$ cat src/rtl/serial_comparator_if.sv
// Bus bundle for serial_comparator: request/operands in, busy/done/flags/latency out.
// CMP_SIGNED_EN adds the signed_mode request field.
interface serial_comparator_if #(
  parameter int unsigned WIDTH = 8,
  parameter int unsigned DIGIT = 2
);
  localparam int unsigned N    = WIDTH / DIGIT;
  localparam int unsigned CntW = $clog2(N + 1);

  logic             start;
  logic [WIDTH-1:0] in0;
  logic [WIDTH-1:0] in1;
`ifdef CMP_SIGNED_EN
  logic             signed_mode;
`endif
  logic             busy;
  logic             done;
  logic             EQ;
  logic             GTR;
  logic             LR;
  logic [CntW-1:0]  cycles;

  modport master (
    output start, in0, in1,
`ifdef CMP_SIGNED_EN
    output signed_mode,
`endif
    input  busy, done, EQ, GTR, LR, cycles
  );

  modport slave (
    input  start, in0, in1,
`ifdef CMP_SIGNED_EN
    input  signed_mode,
`endif
    output busy, done, EQ, GTR, LR, cycles
  );
endinterface

$ cat src/rtl/serial_comparator.sv
// Digit-serial MSB-first magnitude comparator with early termination and latency report.
// CMP_SIGNED_EN enables two's-complement compare via MSB inversion at latch time.
module serial_comparator #(
  parameter int unsigned WIDTH = 8,
  parameter int unsigned DIGIT = 2
) (
  input logic                 clk,
  input logic                 rst_n,
  serial_comparator_if.slave  bus
);
  localparam int unsigned N    = WIDTH / DIGIT;
  localparam int unsigned IdxW = (N > 1) ? $clog2(N) : 1;
  localparam int unsigned CntW = $clog2(N + 1);

  typedef enum logic {StIdle, StCmp} state_e;

  state_e            state_q, state_d;
  logic [WIDTH-1:0]  a_q, a_d;
  logic [WIDTH-1:0]  b_q, b_d;
  logic [IdxW-1:0]   idx_q, idx_d;
  logic              eq_q, eq_d;
  logic              gtr_q, gtr_d;
  logic              lr_q, lr_d;
  logic              done_q, done_d;
  logic [CntW-1:0]   cycles_q, cycles_d;
  logic [DIGIT-1:0]  digit_a, digit_b;

  // Operands are shifted left each step so the current digit is always at the top.
  assign digit_a = a_q[WIDTH-1 -: DIGIT];
  assign digit_b = b_q[WIDTH-1 -: DIGIT];

  always_comb begin
    state_d  = state_q;
    a_d      = a_q;
    b_d      = b_q;
    idx_d    = idx_q;
    eq_d     = eq_q;
    gtr_d    = gtr_q;
    lr_d     = lr_q;
    cycles_d = cycles_q;
    done_d   = 1'b0;
    case (state_q)
      StIdle: begin
        if (bus.start) begin
          a_d = bus.in0;
          b_d = bus.in1;
`ifdef CMP_SIGNED_EN
          // Offset-binary: flipping both sign bits makes unsigned order match signed order.
          a_d[WIDTH-1] = bus.in0[WIDTH-1] ^ bus.signed_mode;
          b_d[WIDTH-1] = bus.in1[WIDTH-1] ^ bus.signed_mode;
`endif
          idx_d   = '0;
          state_d = StCmp;
        end
      end
      StCmp: begin
        if (digit_a != digit_b) begin
          eq_d     = 1'b0;
          gtr_d    = digit_a > digit_b;
          lr_d     = digit_a < digit_b;
          cycles_d = CntW'(idx_q) + CntW'(1);
          done_d   = 1'b1;
          state_d  = StIdle;
        end else if (idx_q == IdxW'(N - 1)) begin
          eq_d     = 1'b1;
          gtr_d    = 1'b0;
          lr_d     = 1'b0;
          cycles_d = CntW'(N);
          done_d   = 1'b1;
          state_d  = StIdle;
        end else begin
          idx_d = idx_q + IdxW'(1);
          a_d   = a_q << DIGIT;
          b_d   = b_q << DIGIT;
        end
      end
      default: state_d = StIdle;
    endcase
  end

  always_ff @(posedge clk or negedge rst_n) begin
    if (!rst_n) begin
      state_q  <= StIdle;
      a_q      <= '0;
      b_q      <= '0;
      idx_q    <= '0;
      eq_q     <= 1'b0;
      gtr_q    <= 1'b0;
      lr_q     <= 1'b0;
      done_q   <= 1'b0;
      cycles_q <= '0;
    end else begin
      state_q  <= state_d;
      a_q      <= a_d;
      b_q      <= b_d;
      idx_q    <= idx_d;
      eq_q     <= eq_d;
      gtr_q    <= gtr_d;
      lr_q     <= lr_d;
      done_q   <= done_d;
      cycles_q <= cycles_d;
    end
  end

  assign bus.busy   = (state_q == StCmp);
  assign bus.done   = done_q;
  assign bus.EQ     = eq_q;
  assign bus.GTR    = gtr_q;
  assign bus.LR     = lr_q;
  assign bus.cycles = cycles_q;
endmodule

$ cat src/flat_wrapper.sv
// flat-port wrapper written by rule: the top's interface ports become plain ports
module serial_comparator_flat 
#(
  parameter int unsigned WIDTH = 8,
  parameter int unsigned DIGIT = 2
)
  (clk, rst_n, bus_start, bus_in0, bus_in1, bus_busy, bus_done, bus_EQ, bus_GTR, bus_LR, bus_cycles);
  serial_comparator_if #(.WIDTH(WIDTH), .DIGIT(DIGIT)) bus_i ();
  input logic clk;
  input logic rst_n;
  input wire logic [$bits(bus_i.start)-1:0] bus_start;
  input wire logic [$bits(bus_i.in0)-1:0] bus_in0;
  input wire logic [$bits(bus_i.in1)-1:0] bus_in1;
  output wire logic [$bits(bus_i.busy)-1:0] bus_busy;
  output wire logic [$bits(bus_i.done)-1:0] bus_done;
  output wire logic [$bits(bus_i.EQ)-1:0] bus_EQ;
  output wire logic [$bits(bus_i.GTR)-1:0] bus_GTR;
  output wire logic [$bits(bus_i.LR)-1:0] bus_LR;
  output wire logic [$bits(bus_i.cycles)-1:0] bus_cycles;
  assign bus_i.start = bus_start;
  assign bus_i.in0 = bus_in0;
  assign bus_i.in1 = bus_in1;
  assign bus_busy = bus_i.busy;
  assign bus_done = bus_i.done;
  assign bus_EQ = bus_i.EQ;
  assign bus_GTR = bus_i.GTR;
  assign bus_LR = bus_i.LR;
  assign bus_cycles = bus_i.cycles;
  serial_comparator #(.WIDTH(WIDTH), .DIGIT(DIGIT)) u_core (.clk(clk), .rst_n(rst_n), .bus(bus_i));
endmodule
$ cat config.mk
export PLATFORM = sky130hd
export DESIGN_NAME = serial_comparator_flat
export DESIGN_NICKNAME = d
export VERILOG_FILES = /design/src/rtl/serial_comparator_if.sv /design/src/rtl/serial_comparator.sv /design/src/flat_wrapper.sv
export SDC_FILE = /design/constraint.sdc
export NUM_CORES = 1
export LEC_CHECK = 0
export CAP_MARGIN = 40
export CORE_MARGIN = 3
export CORE_UTILIZATION = 60
export CTS_CLUSTER_DIAMETER = 80
export DETAILED_ROUTE_END_ITERATION = 10
export DONT_BUFFER_PORTS = 1
export GPL_TIMING_DRIVEN = 0
export HOLD_SLACK_MARGIN = 0.03
export PLACE_DENSITY_LB_ADDON = 0.1
export REMOVE_ABC_BUFFERS = 1
export SYNTH_ARGS = -nofsm -noshare
export SYNTH_HDL_FRONTEND = slang
export SYNTH_SLANG_ARGS = --single-unit
$ cat constraint.sdc
create_clock -name clk -period 1.9 [get_ports clk]
set_input_delay 0.19 -clock clk [delete_from_list [all_inputs] [get_ports clk]]
set_output_delay 0.19 -clock clk [all_outputs]
set_load 0.03 [all_outputs]
======== Word level (Yosys, flattened, before mapping) ========
Index checks and enable logic that the tools add are counted.
operators by class
  add/sub/neg operators ................... 2
  order comparisons ....................... 2
  equal/unequal tests ..................... 5
  mux-type cells .......................... 26
  bitwise gates (word level) .............. 1
  reduce and logical (&&, ||, !) cells .... 3
operator list
  operator             count
  $mux 8               6
  $pmux 8 s2           2
  $mux 1               11
  $mux 2               3
  $mux 3               2
  $ne 2x2->1 const B   3
  $pmux 2 s2           1
  $add 2x1->3 const B  1
  $reduce_and 3->1     1
  $add 2x1->2 const B  1
  $eq 2x2->1 const B   1
  $gt 2x2->1           1
  $lt 2x2->1           1
  $ne 2x2->1           1
  $pmux 1 s2           1
  $reduce_and 2->1     1
  $reduce_bool 2->1    1
  $not 1->1            1
word-level totals
  register bits ........................... 26
  input port bits ......................... 19
  output and inout port bits .............. 8
  word-level logic and storage cells ...... 48

======== Depth between registers and ports, before layout ========
  depth in word-level cells ............... 4
  depth in mapped cells ................... 6

======== Worst setup path before layout ========
Ideal clock, no wire load.
  path kind ............................... flip-flop to flip-flop
  start ................................... register u_core.b_q[6]
  end ..................................... register u_core.b_q[5]
  library setup time ...................... 0.125 ns
  data arrival time ....................... 1.582 ns
  data required time ...................... 1.775 ns
  setup slack ............................. 0.193 ns
  cell stages (with the launch flop) ...... 6
  path buffers ............................ 1
  period minus slack after synthesis ...... 1.707 ns
  cell sequence ........................... dfrtp_1 ha_1 nand4b_4 a21boi_4 buf_8 mux2_4
on the way
  cells in the longest elaborated chain, start to end .. 3
ends and longest elaborated chain
  what                               RTL line                 text
  start: declaration                 serial_comparator.sv:19  logic [WIDTH-1:0] b_q, b_d;
  start signal: assignment           serial_comparator.sv:85  b_q <= '0;
  start signal: assignment           serial_comparator.sv:95  b_q <= b_d;
  $ne 2x2->1                         serial_comparator.sv:57  if (digit_a != digit_b) begin
  $ne 2x2->1 (no source line)        n/a
  $reduce_and 3->1 (no source line)  n/a
No other way between the ends.
A chain may end at the register's enable or synchronous reset.

======== Worst setup path in the final report ========
  start ................................... register u_core.b_q[6]
  end ..................................... register u_core.a_q[7]
on the way
  cells in the longest elaborated chain, start to end .. 3
ends and longest elaborated chain
  what                               RTL line                 text
  $ne 2x2->1                         serial_comparator.sv:57
  $ne 2x2->1 (no source line)        n/a
  $reduce_and 3->1 (no source line)  n/a
  end signal: assignment             serial_comparator.sv:84  a_q <= '0;
  end signal: assignment             serial_comparator.sv:94  a_q <= a_d;
  end: declaration                   serial_comparator.sv:18  logic [WIDTH-1:0] a_q, a_d;
No other way between the ends.

==> results.md <==
* Count of final max-slew check failures at 0
* CTS tree: yes
* Number of distinct library cells after synthesis at 25
* Final setup violation count at 0
* Data required time of the worst path at 2120 ps
* Highest clock frequency the design can meet at 577 MHz
* Remaining global-route overflow at 0
* Setup Slack @ Placement at -140 ps
* Maxcap violations at 0
* Number of antenna repair diodes at 0
* Peak-usage layer in the global routing report: met2
* Fill cells at 132
* Number of clock sinks seen by CTS at 26
* Count of yosys warnings during synthesis at 0
* Height of the chip at 51.6 µm
* Sequential element share of the synthesized area at 52.2%
* Worst VDD drop at 1210 µV
* Total clock buffers created by CTS at 3
* Final RePlAce weighted congestion at 0.821
* Kind of cell with the highest combined delay on the critical path: flip-flops
* Clock latency on the worst-skew pair at 320 ps
* Netlist Area Pre-Place at 1250 µm²
* Cells along the critical path: ha_1 > nand4b_4 > a21boi_4 > buf_4 > mux2_2
* Worst path slowest cell: sky130_fd_sc_hd__dfrtp_1
* Area of the die at 2660 µm²
* Longest individual stage delay on the worst path at 420 ps
* Relative max-transition margin at 78.8%
* Leading post-synthesis cells by cell area: sky130_fd_sc_hd__dfrtp_1 52%, sky130_fd_sc_hd__mux2_2 14%, sky130_fd_sc_hd__mux2i_1 4.0%, sky130_fd_sc_hd__a21o_2 3.5%, sky130_fd_sc_hd__ha_1 3.0%
* Wirelength per Cell at 15.4 µm
* Total wire length at 1990 µm
* Count of TritonRoute iterations in the first routing pass at 3
* Half-perimeter wire length after placement at 1400 µm
* Buffers & Inverters on Critical Path at 1
* GR met1 Demand/Resource at 20.6%
* Core utilization of the finished layout at 75.4%
* Die span in x at 51.6 µm
* Max Buffers Root-to-Sink at 2
* Post-synth top area share at 52.2%
* Endpoint type of the worst setup path: flop
* Wire length of the first global-routing pass at 3460 µm
* Summed negative setup slack over all endpoints at 0 ps
* GR Util met3 at 4.30%
* Post-CTS clock slew at the launch and capture registers of the worst setup and hold paths at 120 ps
* Worst hold path class: primary input to flop
* Met2 GRT Util at 30.5%
* Final min period at 1730 ps
* Drt initial violations at 5
* Count of H-tree levels built during CTS at 1
* Arr. time, crit path at 1950 ps
* Clk_skew at 2.46 ps
* Critical path launch point type: flop
* Fraction of layout instances using a drive strength above 1 at 37.5%
* Yosys top cell by area: sky130_fd_sc_hd__dfrtp_1
* Synthesized flop and latch total at 26
* Static power due to leakage at 0.711 nW
* Post-detailed-route via-to-cell ratio at 5.69
* CORE AREA at 1840 µm²
* Mean instance size in the synthesized netlist at 13.3 µm²
* Minimum setup slack in the final design at 166 ps
* Site row count at 15
* Actual slew at the worst max-slew pin at 317 ps
* Result of the run: completed
* # IOs at 27
* Number of standard cells after synthesis at 94
* Start point of the worst min-delay path: bus_in1[7]
* Setup crit start: u_core.b_q[6]
* Post-detailed-route DRC marker count at 0
* Port Buffer Count at 0
* Number of routed nets with antenna violations at 0
* Vias in the first global route at 808
* Area Growth Syn to Fin at 11.2%
* Setup repair after global routing missed its margin: no
* Beginning of the worst register-to-register path: u_core.b_q[6]
* Number of antenna violations at the first check in global routing at 0
* Routed vias at 734
* Count of nets after finishing at 127
* Path type of the worst setup path: flop to flop
* Final-report hold violation count at 0
* Root buffer selected by CTS: sky130_fd_sc_hd__clkbuf_4
* Crit-path max FO at 6
* Initial Utilization at 67.8%
* Final worst path period share at 91.3%
* PwrDens at 1860 nW/µm²
* Global routing usage summed across all routing layers at 18.0%
* Largest net degree at the start of global routing at 27
## cell families after synthesis
family / after synthesis / share of synthesized area [%]
DFF: 26 / 52.2
adders and majority gates: 3 / 3.01
buffers and inverters: 9 / 4.51
AOI/OAI and AO/OA: 15 / 9.83
muxes: 25 / 22.7
and+or+nand+nor: 16 / 7.82
## synthesized netlist by cell type
library cell	count
sky130_fd_sc_hd__a22o_1	1
sky130_fd_sc_hd__mux2_2	16
sky130_fd_sc_hd__inv_1	5
sky130_fd_sc_hd__mux2_4	2
sky130_fd_sc_hd__mux2i_1	5
sky130_fd_sc_hd__nor2_1	3
sky130_fd_sc_hd__inv_2	1
sky130_fd_sc_hd__mux2_1	2
sky130_fd_sc_hd__nand3b_1	1
sky130_fd_sc_hd__buf_4	1
sky130_fd_sc_hd__buf_6	1
sky130_fd_sc_hd__buf_8	1
sky130_fd_sc_hd__a21boi_4	1
sky130_fd_sc_hd__a21bo_2	1
sky130_fd_sc_hd__nand3_1	1
sky130_fd_sc_hd__nand4b_4	1
sky130_fd_sc_hd__nand2_1	5
sky130_fd_sc_hd__a21o_1	1
sky130_fd_sc_hd__a21o_2	5
sky130_fd_sc_hd__dfrtp_1	26
sky130_fd_sc_hd__a21oi_1	3
sky130_fd_sc_hd__ha_1	3
sky130_fd_sc_hd__o21ai_0	2
sky130_fd_sc_hd__o2bb2ai_1	1
sky130_fd_sc_hd__and3_1	5
## stage by stage
step	hold WS [ps]	cell area (µm²)	total power, mW	std cells
finish	64.9	1390	2.58	129
CTS	51.8	1390	2.60	129
global route	50.4	1390	2.78	129
floorplan	-106	1210	1.97	91
global placement	-105	1240	2.11	116
detailed placement	-105	1270	2.22	117
## layer usage
| layer | vias up | share of wire (%) |
|---|---|---|
| li1 | 350 | - |
| met1 | 357 | 43 |
| met2 | 21 | 50 |
| met3 | 6 | 4.8 |
| met4 | 0 | 2.3 |
| met5 | - | 0 |
## placed cells by master (no fill, tap or decap), types with 2 or more instances in the layout
master,instances
sky130_fd_sc_hd__mux2_2,16
sky130_fd_sc_hd__dfrtp_1,25
sky130_fd_sc_hd__a21o_2,5
sky130_fd_sc_hd__a21oi_1,3
sky130_fd_sc_hd__ha_1,3
sky130_fd_sc_hd__nor2_1,3
sky130_fd_sc_hd__mux2_4,2
sky130_fd_sc_hd__mux2_1,2
sky130_fd_sc_hd__and3_1,5
sky130_fd_sc_hd__mux2i_1,5
sky130_fd_sc_hd__buf_4,5
sky130_fd_sc_hd__inv_1,5
sky130_fd_sc_hd__o21ai_0,2
sky130_fd_sc_hd__nand2_1,5
sky130_fd_sc_hd__dlygate4sd3_1,2
sky130_fd_sc_hd__clkbuf_4,3
## worst paths after layout
kind | end | slack, ps | depth (start not counted)
min in group asynchronous | u_core.b_q[4] | 280 | 2
min | u_core.b_q[7] | 60 | 2
max reg2reg | u_core.a_q[7] | 170 | 5
min reg2reg | u_core.b_q[0] | 490 | 1
max in group asynchronous | u_core.bus.busy | 1460 | 2
max | u_core.a_q[7] | 170 | 5
## worst register-to-register path, cell delays in order, from the launching register on
cell                       delay, ps
sky130_fd_sc_hd__dfrtp_1         420
sky130_fd_sc_hd__ha_1            380
sky130_fd_sc_hd__nand4b_4        130
sky130_fd_sc_hd__a21boi_4        200
sky130_fd_sc_hd__buf_4           180
sky130_fd_sc_hd__mux2_2          330
## area by class of cell
type                       instances  area, µm²  share of cell area (%)
sequential                        26        652                    47.0
clock buffer                       4       36.3                    2.61
multi-input combinational         59        541                    39.0
timing repair buffer               9        105                    7.57
tap                               25       31.3                    2.25
inverter                           6       22.5                    1.62
## flip-flops by register name (all words and copies together) (netlist names)
| register | cells |
|---|---|
| u_core.a_q | 8 |
| u_core.b_q | 8 |
| u_core.bus.EQ | 1 |
| u_core.bus.GTR | 1 |
| u_core.bus.LR | 1 |
| u_core.bus.busy | 1 |
| u_core.bus.cycles | 3 |
| u_core.bus.done | 1 |
| u_core.idx_q | 2 |
## power breakdown
part | total (mW) | leakage, nW | switching [mW] | internal, mW
logic | 1.21 | 0.369 | 0.514 | 0.697
clock network | 0.270 | 0.0210 | 0.152 | 0.117
registers | 1.10 | 0.321 | 0.283 | 0.815
## timing repair
action                                 4_1_cts  5_1_grt
buffers inserted                             5        0
setup endpoints to repair                   10        0
endpoints found under the hold margin       27        0
hold buffers                                 3        0
resized for setup                            1        0
(Power assumes the default switching activity.)
